[src/rtl/nodf_module_if.sv]
// -----------------------------------------------------------------------------
// nodf_module_if
//
// Passive monitor for the ap_start/ap_ready/ap_done/ap_continue handshake of
// one HLS non-dataflow block. It counts transactions and measures completion
// latency and start interval. It flags protocol misuse. Once the finish
// request has been seen, every statistic is frozen.
//
// Ports
//   clock          rising-edge sampling clock
//   reset          asynchronous, active-low reset
//   ap_start       observed start request
//   ap_ready       observed ready (start accepted on ap_start & ap_ready)
//   ap_done        observed done
//   ap_continue    observed continue (tie high when the block has none)
//   finish         end-of-simulation request
//   state          0=IDLE 1=BUSY 2=STALL 3=FINISHED
//   start_cnt      accepted starts
//   done_cnt       completed transactions
//   outstanding    started but not yet completed (saturates at DEPTH)
//   cycle_cnt      free-running cycle counter
//   busy_cycles    cycles that began with work outstanding
//   stall_cycles   cycles with ap_done held off by ap_continue
//   last_latency   latency of the most recent completion
//   min_latency    smallest completion latency (all ones until the first)
//   max_latency    largest completion latency
//   last_interval  cycles between the two most recent accepted starts
//   lat_valid      one-cycle pulse when last_latency updates
//   finished       sticky, set when finish is sampled high
//   err_underflow  done seen with nothing outstanding
//   err_overflow   start accepted while the timestamp FIFO was full
//   err_start_drop start request withdrawn before it was accepted
// -----------------------------------------------------------------------------
module nodf_module_if #(
   parameter int CNT_W = 32,
   parameter int DEPTH = 4
) (
   input  logic                    clock,
   input  logic                    reset,
   input  logic                    ap_start,
   input  logic                    ap_ready,
   input  logic                    ap_done,
   input  logic                    ap_continue,
   input  logic                    finish,
   output logic [1:0]              state,
   output logic [CNT_W-1:0]        start_cnt,
   output logic [CNT_W-1:0]        done_cnt,
   output logic [$clog2(DEPTH):0]  outstanding,
   output logic [CNT_W-1:0]        cycle_cnt,
   output logic [CNT_W-1:0]        busy_cycles,
   output logic [CNT_W-1:0]        stall_cycles,
   output logic [CNT_W-1:0]        last_latency,
   output logic [CNT_W-1:0]        min_latency,
   output logic [CNT_W-1:0]        max_latency,
   output logic [CNT_W-1:0]        last_interval,
   output logic                    lat_valid,
   output logic                    finished,
   output logic                    err_underflow,
   output logic                    err_overflow,
   output logic                    err_start_drop
);

   localparam int PTR_W = (DEPTH > 1) ? $clog2(DEPTH) : 1;
   localparam int OUT_W = $clog2(DEPTH) + 1;

   typedef enum logic [1:0] {
      ST_IDLE     = 2'd0,
      ST_BUSY     = 2'd1,
      ST_STALL    = 2'd2,
      ST_FINISHED = 2'd3
   } state_t;

   state_t            state_q;
   logic [CNT_W-1:0]  ts_mem [DEPTH];
   logic [PTR_W-1:0]  rd_ptr;
   logic [PTR_W-1:0]  wr_ptr;
   logic [CNT_W-1:0]  prev_ts;
   logic              have_prev;
   logic              req_pend;

   logic              ev_start;
   logic              ev_done;
   logic              ev_stall;
   logic              fifo_empty;
   logic              fifo_full;
   logic              bypass;
   logic              pop;
   logic              push;
   logic              lat_upd;
   logic [CNT_W-1:0]  lat_new;
   logic [OUT_W-1:0]  out_nxt;

   // Pointer advance that also works when DEPTH is not a power of two.
   function automatic logic [PTR_W-1:0] next_ptr(input logic [PTR_W-1:0] p);
      return (p == PTR_W'(DEPTH - 1)) ? '0 : p + 1'b1;
   endfunction

   assign state = state_q;

   always_comb begin
      ev_start   = ap_start & ap_ready;
      ev_done    = ap_done & ap_continue;
      ev_stall   = ap_done & ~ap_continue;
      fifo_empty = (outstanding == '0);
      fifo_full  = (outstanding == OUT_W'(DEPTH));
      // A start and a done in the same cycle on an empty FIFO pair with each
      // other directly: zero latency, nothing stored.
      bypass     = ev_start & ev_done & fifo_empty;
      pop        = ev_done & ~fifo_empty;
      // When full, a start can only be stored if a done frees a slot now.
      push       = ev_start & ~bypass & (~fifo_full | pop);
      lat_upd    = pop | bypass;
      lat_new    = bypass ? '0 : cycle_cnt - ts_mem[rd_ptr];
      out_nxt    = outstanding + OUT_W'(push) - OUT_W'(pop);
   end

   // Timestamp storage and the last start time are data only; no reset.
   always_ff @(posedge clock) begin
      if (!finished) begin
         if (push)
            ts_mem[wr_ptr] <= cycle_cnt;
         if (ev_start)
            prev_ts <= cycle_cnt;
      end
   end

   always_ff @(posedge clock or negedge reset) begin
      if (!reset) begin
         state_q        <= ST_IDLE;
         rd_ptr         <= '0;
         wr_ptr         <= '0;
         have_prev      <= 1'b0;
         req_pend       <= 1'b0;
         start_cnt      <= '0;
         done_cnt       <= '0;
         outstanding    <= '0;
         cycle_cnt      <= '0;
         busy_cycles    <= '0;
         stall_cycles   <= '0;
         last_latency   <= '0;
         min_latency    <= '1;
         max_latency    <= '0;
         last_interval  <= '0;
         lat_valid      <= 1'b0;
         finished       <= 1'b0;
         err_underflow  <= 1'b0;
         err_overflow   <= 1'b0;
         err_start_drop <= 1'b0;
      end else begin
         req_pend  <= ap_start & ~ap_ready;
         lat_valid <= 1'b0;
         // The edge that samples finish still updates; afterwards all holds.
         if (!finished) begin
            cycle_cnt   <= cycle_cnt + 1'b1;
            outstanding <= out_nxt;
            if (outstanding != '0)
               busy_cycles <= busy_cycles + 1'b1;
            if (ev_stall)
               stall_cycles <= stall_cycles + 1'b1;
            if (req_pend && !ap_start)
               err_start_drop <= 1'b1;

            if (ev_start) begin
               start_cnt <= start_cnt + 1'b1;
               have_prev <= 1'b1;
               if (have_prev)
                  last_interval <= cycle_cnt - prev_ts;
               if (!push && !bypass)
                  err_overflow <= 1'b1;
            end
            if (push)
               wr_ptr <= next_ptr(wr_ptr);

            if (ev_done) begin
               done_cnt <= done_cnt + 1'b1;
               if (!lat_upd)
                  err_underflow <= 1'b1;
            end
            if (pop)
               rd_ptr <= next_ptr(rd_ptr);
            if (lat_upd) begin
               last_latency <= lat_new;
               lat_valid    <= 1'b1;
               if (lat_new < min_latency)
                  min_latency <= lat_new;
               if (lat_new > max_latency)
                  max_latency <= lat_new;
            end

            if (finish)
               finished <= 1'b1;

            if (finish)
               state_q <= ST_FINISHED;
            else if (ev_stall)
               state_q <= ST_STALL;
            else if (out_nxt != '0 || ap_start)
               state_q <= ST_BUSY;
            else
               state_q <= ST_IDLE;
         end
      end
   end

endmodule

[config.mk]
export PLATFORM = sky130hd
export DESIGN_NAME = nodf_module_if
export DESIGN_NICKNAME = d
export VERILOG_FILES = /design/src/rtl/nodf_module_if.sv
export SDC_FILE = /design/constraint.sdc
export NUM_CORES = 1
export LEC_CHECK = 0
export CAP_MARGIN = 20
export CORE_MARGIN = 2
export CORE_UTILIZATION = 50
export CTS_CLUSTER_SIZE = 14
export DETAILED_ROUTE_END_ITERATION = 12
export PLACE_DENSITY = 0.74
export SLEW_MARGIN = 5
export SYNTH_ARGS = -nofsm -noshare
export SYNTH_HDL_FRONTEND = slang
export SYNTH_SLANG_ARGS = --single-unit
[constraint.sdc]
create_clock -name clock -period 8.5 [get_ports clock]
set_input_delay 0.85 -clock clock [delete_from_list [all_inputs] [get_ports clock]]
set_output_delay 0.85 -clock clock [all_outputs]
set_load 0.05 [all_outputs]
Word-level counts from Yosys, hierarchy flattened --
Memories as Yosys holds them, arrays and structs flattened. Index checks and enable logic that the tools add are counted.
Operators by class: $add $sub $neg 11, magnitude comparators 2, equality and inequality tests 3, mux-type cells 13, bitwise operators 18, reduce and logical (&&, ||, !) cells 22
Operators with widths (number):
- 32-bit by 1-bit adder with 32-bit output (second input constant) | 5
- 32-bit subtractor | 2
- 32-bit greater-than comparator | 1
- 32-bit < comparator | 1
- 32-bit two-way mux | 1
- 2-bit AND reduction | 8
- 3-bit AND reduction | 5
- 1-bit AND | 9
- 1-bit two-way mux | 8
- 2-bit two-way mux | 4
- 1-bit inverter | 7
- 3-bit nonzero test | 2
- 2-bit by 1-bit adder with 2-bit output (second input constant) | 2
- 2-bit == test (second input constant) | 2
- 3-bit by 1-bit adder with 3-bit output | 1
- 3-bit == test (second input constant) | 1
- 1-bit logical NOT | 3
- 3-bit logical NOT | 1
- 3-bit by 1-bit subtractor with 3-bit output | 1
- 1-bit logical AND | 2
- 1-bit bitwise OR | 2
- 1-bit logical OR | 1
Storage, ports and cells: flip-flop bits (word level) 336, RAM bits 128, output and inout port bits 298, logic and storage cells 91, memories kept 1
Memories:
- ts_mem | words 4, width 32, read ports 1, clocked after Yosys merged registers in 0, wr ports 1, RTL line 74 | logic [CNT_W-1:0] ts_mem [DEPTH];

Logic depth before layout (Yosys ltp) --
Gate-level depths: netlist of run 1.
depth after elaboration 13, gate-level depth with buffers 24, mapped depth without buffers 21

Worst setup path after synthesis of run 1 --
No wires, ideal clock.
path type register to register, start point reg rd_ptr[0], end point reg max_latency[10], library setup time 0.125 ns, data arrival time 5.638 ns, data required time 8.375 ns, path slack 2.737 ns, cell stages (with the launch flop) 23, period minus slack after synthesis 5.763 ns, cells stage by stage dfrtp_1 clkbuf_1 buf_1 mux4_2 inv_1 ha_1 a21o_1 a2111oi_0 o21ai_0 a21oi_1 nor2_1 nor3_1 xor2_1 nor2_1 ha_1 nand4_1 nor3_1 nand3_1 nor4_1 nor2_1 o31ai_4 buf_2 mux2_2
On the way: cells in the longest elaborated chain, start to end 5
RTL lines:
- start, declared | RTL line 75 | logic [PTR_W-1:0] rd_ptr;
- start signal, assigned | RTL line 180 | rd_ptr <= next_ptr(rd_ptr);
- memory read 4 x 32 bit
- 32-bit subtractor | RTL line 113 | lat_new = bypass ? '0 : cycle_cnt - ts_mem[rd_ptr];
- 32-bit two-way mux | RTL line 113
- named net lat_new[30] | RTL line 90 | logic [CNT_W-1:0] lat_new;
- 32-bit greater-than comparator | RTL line 186 | if (lat_new > max_latency)
- 3-bit AND reduction (no line)
- end signal, assigned | RTL line 187 | max_latency <= lat_new;
- end, declared | RTL line 54 | output logic [CNT_W-1:0] max_latency,
The timed path passes the listed nets, and every way through them passes these cells. A chain may end at the register's enable or synchronous reset.

Worst setup path after layout of run 1 --
start point reg rd_ptr[0], end point reg max_latency[28]
Same word-level chain as after synthesis.

==> flow_summary.ini, run 1 <==
[finish]
final_nets = 2456
multi_input_area_sq_um = 9720
finalCoreUtilization_pct = 62.4
seq_area_sq_um = 12500
final-instance-count-excl-fill = 2950
layout-drive-gt1-share_pct = 9.87
areaGrowthSynthToFinish_pct = 23.3
final.fill_count = 3638
insertedDiodeCount = 0

[grt]
grt_max_degree = 97
antenna_found_initial = 0
first_global_vias = 16180
grt_overflow = 0
global_route_wire_length_before_repair_um = 89500
grtUsageTotal_pct = 23.8

[place]
hpwlAfterDp_um = 40400
numPortBuffers = 304
placed_cells_incl_taps = 2858
gp_congestion = 0.928

[floorplan]
fp-row-count = 78
io_pins = 305
core_sq_um = 45300
die-area_sq_um = 47600
die_width_um = 218
effective_utilization_at_floorplan_pct = 50.6
die_y_um = 218

[routing]
dr_wl_cell_um = 19.0
via_count = 16210
antenna_viol_nets_final = 0
drt_drc_violations_left = 0
dr.first_iter.drc_count = 1052
detailedRoute.firstPassIterationCount = 5
detail_route.vias_per_cell = 5.49
detail_route.wirelength_um = 55900

[clock_network]
cts-root-buf = clkbuf_16
clkSlewWorstSetupHoldPaths_ns = 0.06
numCtsBuffers = 49
clock-sinks = 464
cts_post_setup_buffers_inserted = 0
cts_hold_buf = 0
cts-root-to-sink-buffers = 3
count_of_instances_resized_after_the_clock_tree_is_built = 0
worstSkewPairLatency_ns = 0.59
h_tree_depth = 2
tritoncts = built

[logic_synthesis]
synth_cell_types = 77
synth.avg_cell_area_sq_um = 11.5
syn_nets = 2132
fraction_of_registers_with_async_set_reset_pct = 65.5
synth_cells = 1986
syn-cell-area_sq_um = 22900
ys_dominant_reg_cell = dfrtp_1
synth-warning-count = 0
synth-edff-count = 160
seq_area_frac_synth_pct = 54.3
flops_latches_synth = 464

[pwr]
peak_supply_drop_v = 0.000163
total_power_mw = 5.10
powerDensity_nw_per_um2 = 180
p_leak_nw = 12.2

[worst_setup_path]
crit_path_max_fanout = 24
rr_startpoint = rd_ptr[0]$_DFFE_PN0P_
worstSetupEndpointType = register
reg2reg_depth = 18
critPathLaunchType = register
critical_path.reg2reg.endpoint = max_latency[28]$_DFFE_PN0P_
worst-endpoint-required_ns = 8.96
r2r_setup_slack_ns = 1.51
critical_path_class = register to register
critical_path_arrival_ns = 7.45

[worst_hold_path]
hp-class = primary input to asynchronous set/reset pin

[sta]
fmaxAchievable_ghz = 0.143
worst_clock_skew_ns = 0.0136
final_min_period_over_clock_period_pct = 82.2
tightest_slew_ns = 1.03
final_hold_viol_count = 0
maxSlewHeadroom_pct = 30.9
post-route-min-period_ns = 6.99
count_of_endpoints_failing_setup_in_the_final_report = 0
grt_setup_unrepaired = no
fin_setup_tns_ns = 0
finalMaxSlewViolations = 0

[outcome]
run_status = complete, no violations

[run]
timing.max_cap.violations = 0
-- cell families after synthesis --
| group | count (synthesis) | share of synthesized area (%) |
|---|---|---|
| AOI/OAI and AO/OA | 299 | 8.35 |
| xor gates and xnor gates | 204 | 7.79 |
| adders and majority gates | 139 | 7.68 |
| buffers and inverters | 198 | 3.35 |
| DFF | 464 | 54.3 |
| muxes | 91 | 6.04 |
| and+or+nand+nor | 591 | 12.5 |
-- through the flow --
step / hold WS (ns) / area (sq um) / worst slack (ns)
2_1_floorplan: 0.426 / 22900 / 2.74
3_3_place_gp: 0.439 / 26600 / 1.55
3_5_place_dp: 0.443 / 26600 / 1.59
4_1_cts: 0.290 / 28200 / 1.55
5_1_grt: 0.334 / 28300 / 1.08
6_report: 0.292 / 28300 / 1.51
-- worst max-delay path by stage --
stage / start / endpoint / slack (ns) / depth (start not counted)
2_1_floorplan: rd_ptr[0]$_DFFE_PN0P_ / max_latency[10]$_DFFE_PN0P_ / 2.74 / 22
3_3_place_gp: rd_ptr[0]$_DFFE_PN0P_ / max_latency[27]$_DFFE_PN0P_ / 1.55 / 18
3_5_place_dp: rd_ptr[0]$_DFFE_PN0P_ / max_latency[28]$_DFFE_PN0P_ / 1.59 / 18
4_1_cts: rd_ptr[0]$_DFFE_PN0P_ / max_latency[28]$_DFFE_PN0P_ / 1.55 / 18
5_1_grt: rd_ptr[0]$_DFFE_PN0P_ / max_latency[23]$_DFFE_PN0P_ / 1.08 / 18
6_report: rd_ptr[0]$_DFFE_PN0P_ / max_latency[28]$_DFFE_PN0P_ / 1.51 / 18
-- cell type report --
cell class / count / area share (%)
clock buffer: 67 / 4.90
clock inverter: 24 / 0.717
inverter: 152 / 2.02
multi-input combinational: 1324 / 34.4
sequential: 464 / 44.1
tap: 600 / 2.66
timing repair buffer: 319 / 11.3
-- cells in the mapped netlist (all sizes together), types with 32 or more instances --
cell type | instances | area share [%]
a21oi | 67 | 1.5
and3 | 37 | 1.0
dfrtp | 272 | 30
dfstp | 32 | 3.7
edfxtp | 160 | 21
ha | 136 | 7.4
inv | 152 | 2.5
mux2 | 58 | 2.8
mux4 | 32 | 3.1
nand2 | 221 | 3.6
nand3 | 69 | 1.5
nand4 | 42 | 1.1
nor2 | 100 | 1.6
nor3 | 32 | 0.79
o21ai | 93 | 2.0
xnor2 | 149 | 5.7
xor2 | 55 | 2.1
-- where the power goes --
part           total (mW)  switching [mW]  internal (mW)
clock network        2.11           0.897           1.21
registers            2.40          0.0484           2.35
logic               0.589           0.380          0.209
-- placed cells by master (no fill, tap or decap), drive strengths merged, types with 4 or more instances in the layout --
cell and instances:
clkdlybuf4s50 303, dfrtp 272, nand2 221, edfxtp 160
inv 156, xnor2 149, ha 136, nor2 100
o21ai 93, nand3 69, a21oi 67, clkbuf 67
mux2 58, xor2 55, nand4 42, and3 37
mux4 32, dfstp 32, nor3 32, a21o 31
o31ai 22, nand2b 17, buf 16, and2 15
clkinv 15, nor2b 12, a211oi 12, and4 11
o21a 9, a31oi 9, or3 8, o211ai 7
nor4 7, a22o 6, a2111oi 6, or2 5
o21bai 5, nor3b 5, a31o 4
-- registers in the layout (all words and copies together) (netlist names), 2 cells and up --
register / count
prev_ts: 32
last_latency: 32
max_latency: 32
wr_ptr: 2
busy_cycles: 32
start_cnt: 32
cycle_cnt: 32
last_interval: 32
done_cnt: 32
stall_cycles: 32
rd_ptr: 2
min_latency: 32
state: 2
outstanding: 3
ts_mem: 128
-- routing by layer --
layer  wire length, um  part of all wire, %  GRT usage [%]  vias to the layer above
met3              2910                  5.2           3.86                       95
met2             26000                   46           37.1                      432
li1                  -                    -              -                     7692
met5                 0                    0              0                        -
met4              1650                  3.0           7.60                        0
met1             25400                   45           34.2                     7991
-- worst max-delay path, cell delays in order (launching register included) --
cell	delay [ns]
dfrtp_2	0.91
mux4_2	0.59
inv_1	0.11
ha_1	0.23
nor2b_1	0.14
o31a_1	0.29
o21ai_0	0.20
a21boi_0	0.16
o21a_1	0.21
o21ai_0	0.22
nor3b_1	0.76
ha_1	0.40
nand3_1	0.13
a211oi_1	0.06
a2111oi_0	0.53
o21ai_0	0.32
o31ai_4	0.78
buf_4	0.42
mux2_2	0.37
Note: power is estimated with default switching activity, not from simulation.
==> run 2: changes to the inputs <==
Clock period 8.5 ns to 7.1 ns, I/O delays scaled along.
==> flow_summary.ini, run 2 (same netlist as run 1, synthesis figures left out) <==
[clock_network]
worstSkewPairLatency_ns = 0.59
clkSlewWorstSetupHoldPaths_ns = 0.06
cts-root-buf = clkbuf_16
numCtsBuffers = 49
cts_hold_buf = 0
tritoncts = built
cts_post_setup_buffers_inserted = 0
clock-sinks = 464
cts-root-to-sink-buffers = 3
h_tree_depth = 2
count_of_instances_resized_after_the_clock_tree_is_built = 0

[worst_setup_path]
critical_path_arrival_ns = 7.03
worstSetupEndpointType = register
critPathLaunchType = register
r2r_setup_slack_ns = 0.52
critical_path_class = register to register
worst-endpoint-required_ns = 7.55
crit_path_max_fanout = 21

[sta]
post-route-min-period_ns = 6.58
setup_ws_ns = 0.521
final_min_period_over_clock_period_pct = 92.7
final_hold_viol_count = 0
count_of_endpoints_failing_setup_in_the_final_report = 0
worst_clock_skew_ns = 0.0222
maxSlewHeadroom_pct = 30.4
fmaxAchievable_ghz = 0.152
tightest_slew_ns = 1.04
finalMaxSlewViolations = 0
grt_setup_unrepaired = no
fin_setup_tns_ns = 0
worst_hold_slack_ns = 0.170

[routing]
dr_wl_cell_um = 18.9
antenna_viol_nets_final = 0
detailedRoute.firstPassIterationCount = 5
via_count = 16288
drt_drc_violations_left = 0
detail_route.vias_per_cell = 5.49
dr.first_iter.drc_count = 1203
detail_route.wirelength_um = 55900

[place]
numPortBuffers = 304
gp_congestion = 0.949
place_worst_setup_slack_ns = 0.714
hpwlAfterDp_um = 40400

[finish]
final_nets = 2473
max_reg_flops = 128
areaGrowthSynthToFinish_pct = 24.1
final_common_cell = clkdlybuf4s50_1
final.fill_count = 3569
largest_register = ts_mem
insertedDiodeCount = 0
layout-drive-gt1-share_pct = 10.6
commonest_cells_after_routing_fill_and_taps_aside = clkdlybuf4s50_1, dfrtp_1, nand2_1

[floorplan]
core_sq_um = 45300
fp-row-count = 78
effective_utilization_at_floorplan_pct = 50.6
die_y_um = 218
die-area_sq_um = 47600
die_width_um = 218
io_pins = 305

[grt]
grtUsageTotal_pct = 23.6
grt_max_degree = 126
grt_overflow = 0
first_global_vias = 16177
global_route_wire_length_before_repair_um = 89500
antenna_found_initial = 0

[run]
timing.max_cap.violations = 0

[outcome]
run_status = complete, no violations

[pwr]
peak_supply_drop_v = 0.000152
total_power_mw = 6.20
p_leak_nw = 12.3
powerDensity_nw_per_um2 = 218

[worst_hold_path]
hp-class = primary input to asynchronous set/reset pin
-- run 2: changes by cell type in the layout (fill, tap and decap cells not counted), sizes merged --
cell,previous run,this run
clkinv,15,17
clkbuf,67,66
inv,156,153
bufinv,2,5
buf,16,33
clkinvlp,3,2
-- run 2: worst max-delay path: stages (launching register included) --
cell       delay, ns
dfrtp_2         0.62
mux4_2          0.55
inv_1           0.10
ha_1            0.23
nor2b_1         0.14
o31a_1          0.30
o21ai_0         0.22
a21boi_0        0.15
o21a_1          0.20
o21ai_0         0.25
nor3b_1         0.24
buf_4           0.20
ha_1            0.26
nand3_1         0.19
a211oi_1        0.07
a2111oi_0       0.87
o21ai_0         0.28
o31ai_4         0.80
buf_4           0.39
mux2_2          0.37
-- run 2: per-layer routing --
metal | track usage, % | vias up | part of all wire (%)
met5 | 0 | - | 0
met4 | 6.78 | 0 | 2.8
met3 | 3.58 | 105 | 4.9
met2 | 37.3 | 407 | 46
met1 | 34.1 | 8045 | 46
li1 | - | 7731 | -
-- run 2: final timing paths --
kind                                            start                          end  cells after the start
setup / recovery                rd_ptr[0]$_DFFE_PN0P_   max_latency[6]$_DFFE_PN0P_                     19
hold / removal                                  reset  stall_cycles[7]$_DFFE_PN0P_                      1
setup reg to reg                rd_ptr[0]$_DFFE_PN0P_   max_latency[6]$_DFFE_PN0P_                     19
hold reg to reg            err_start_drop$_DFFE_PN0P_   err_start_drop$_DFFE_PN0P_                      1
max in group asynchronous                       reset        rd_ptr[0]$_DFFE_PN0P_                      2
min in group clock         err_start_drop$_DFFE_PN0P_   err_start_drop$_DFFE_PN0P_                      1
-- run 2: power breakdown --
| group | switching [mW] | total, mW | internal (mW) |
|---|---|---|---|
| registers | 0.0542 | 2.87 | 2.82 |
| logic | 0.460 | 0.720 | 0.260 |
| clock network | 1.07 | 2.61 | 1.54 |
| total | 1.59 | 6.20 | 4.61 |
-- run 2: cell type report --
class                   count  area (sq um)  share of cell area [%]
flip-flops and latches    464         12500                    43.8
multi-input cells        1324          9720                    34.1
repair buffers            336          3310                    11.6
clock buffers              66          1360                    4.78
well taps                 600           751                    2.64
inverters                 152           571                    2.00
clock inverters            25           293                    1.03
-- run 2: through the flow --
| stage | instance area [sq um] | util, % | std cells |
|---|---|---|---|
| finish | 28500 | 62.8 | 2967 |
| global route | 28500 | 62.8 | 2967 |
| CTS | 28500 | 62.8 | 2967 |
| detailed placement | 26800 | 59.2 | 2876 |
| global placement | 26800 | 59.2 | 2876 |
| floorplan | 22900 | - | 1986 |
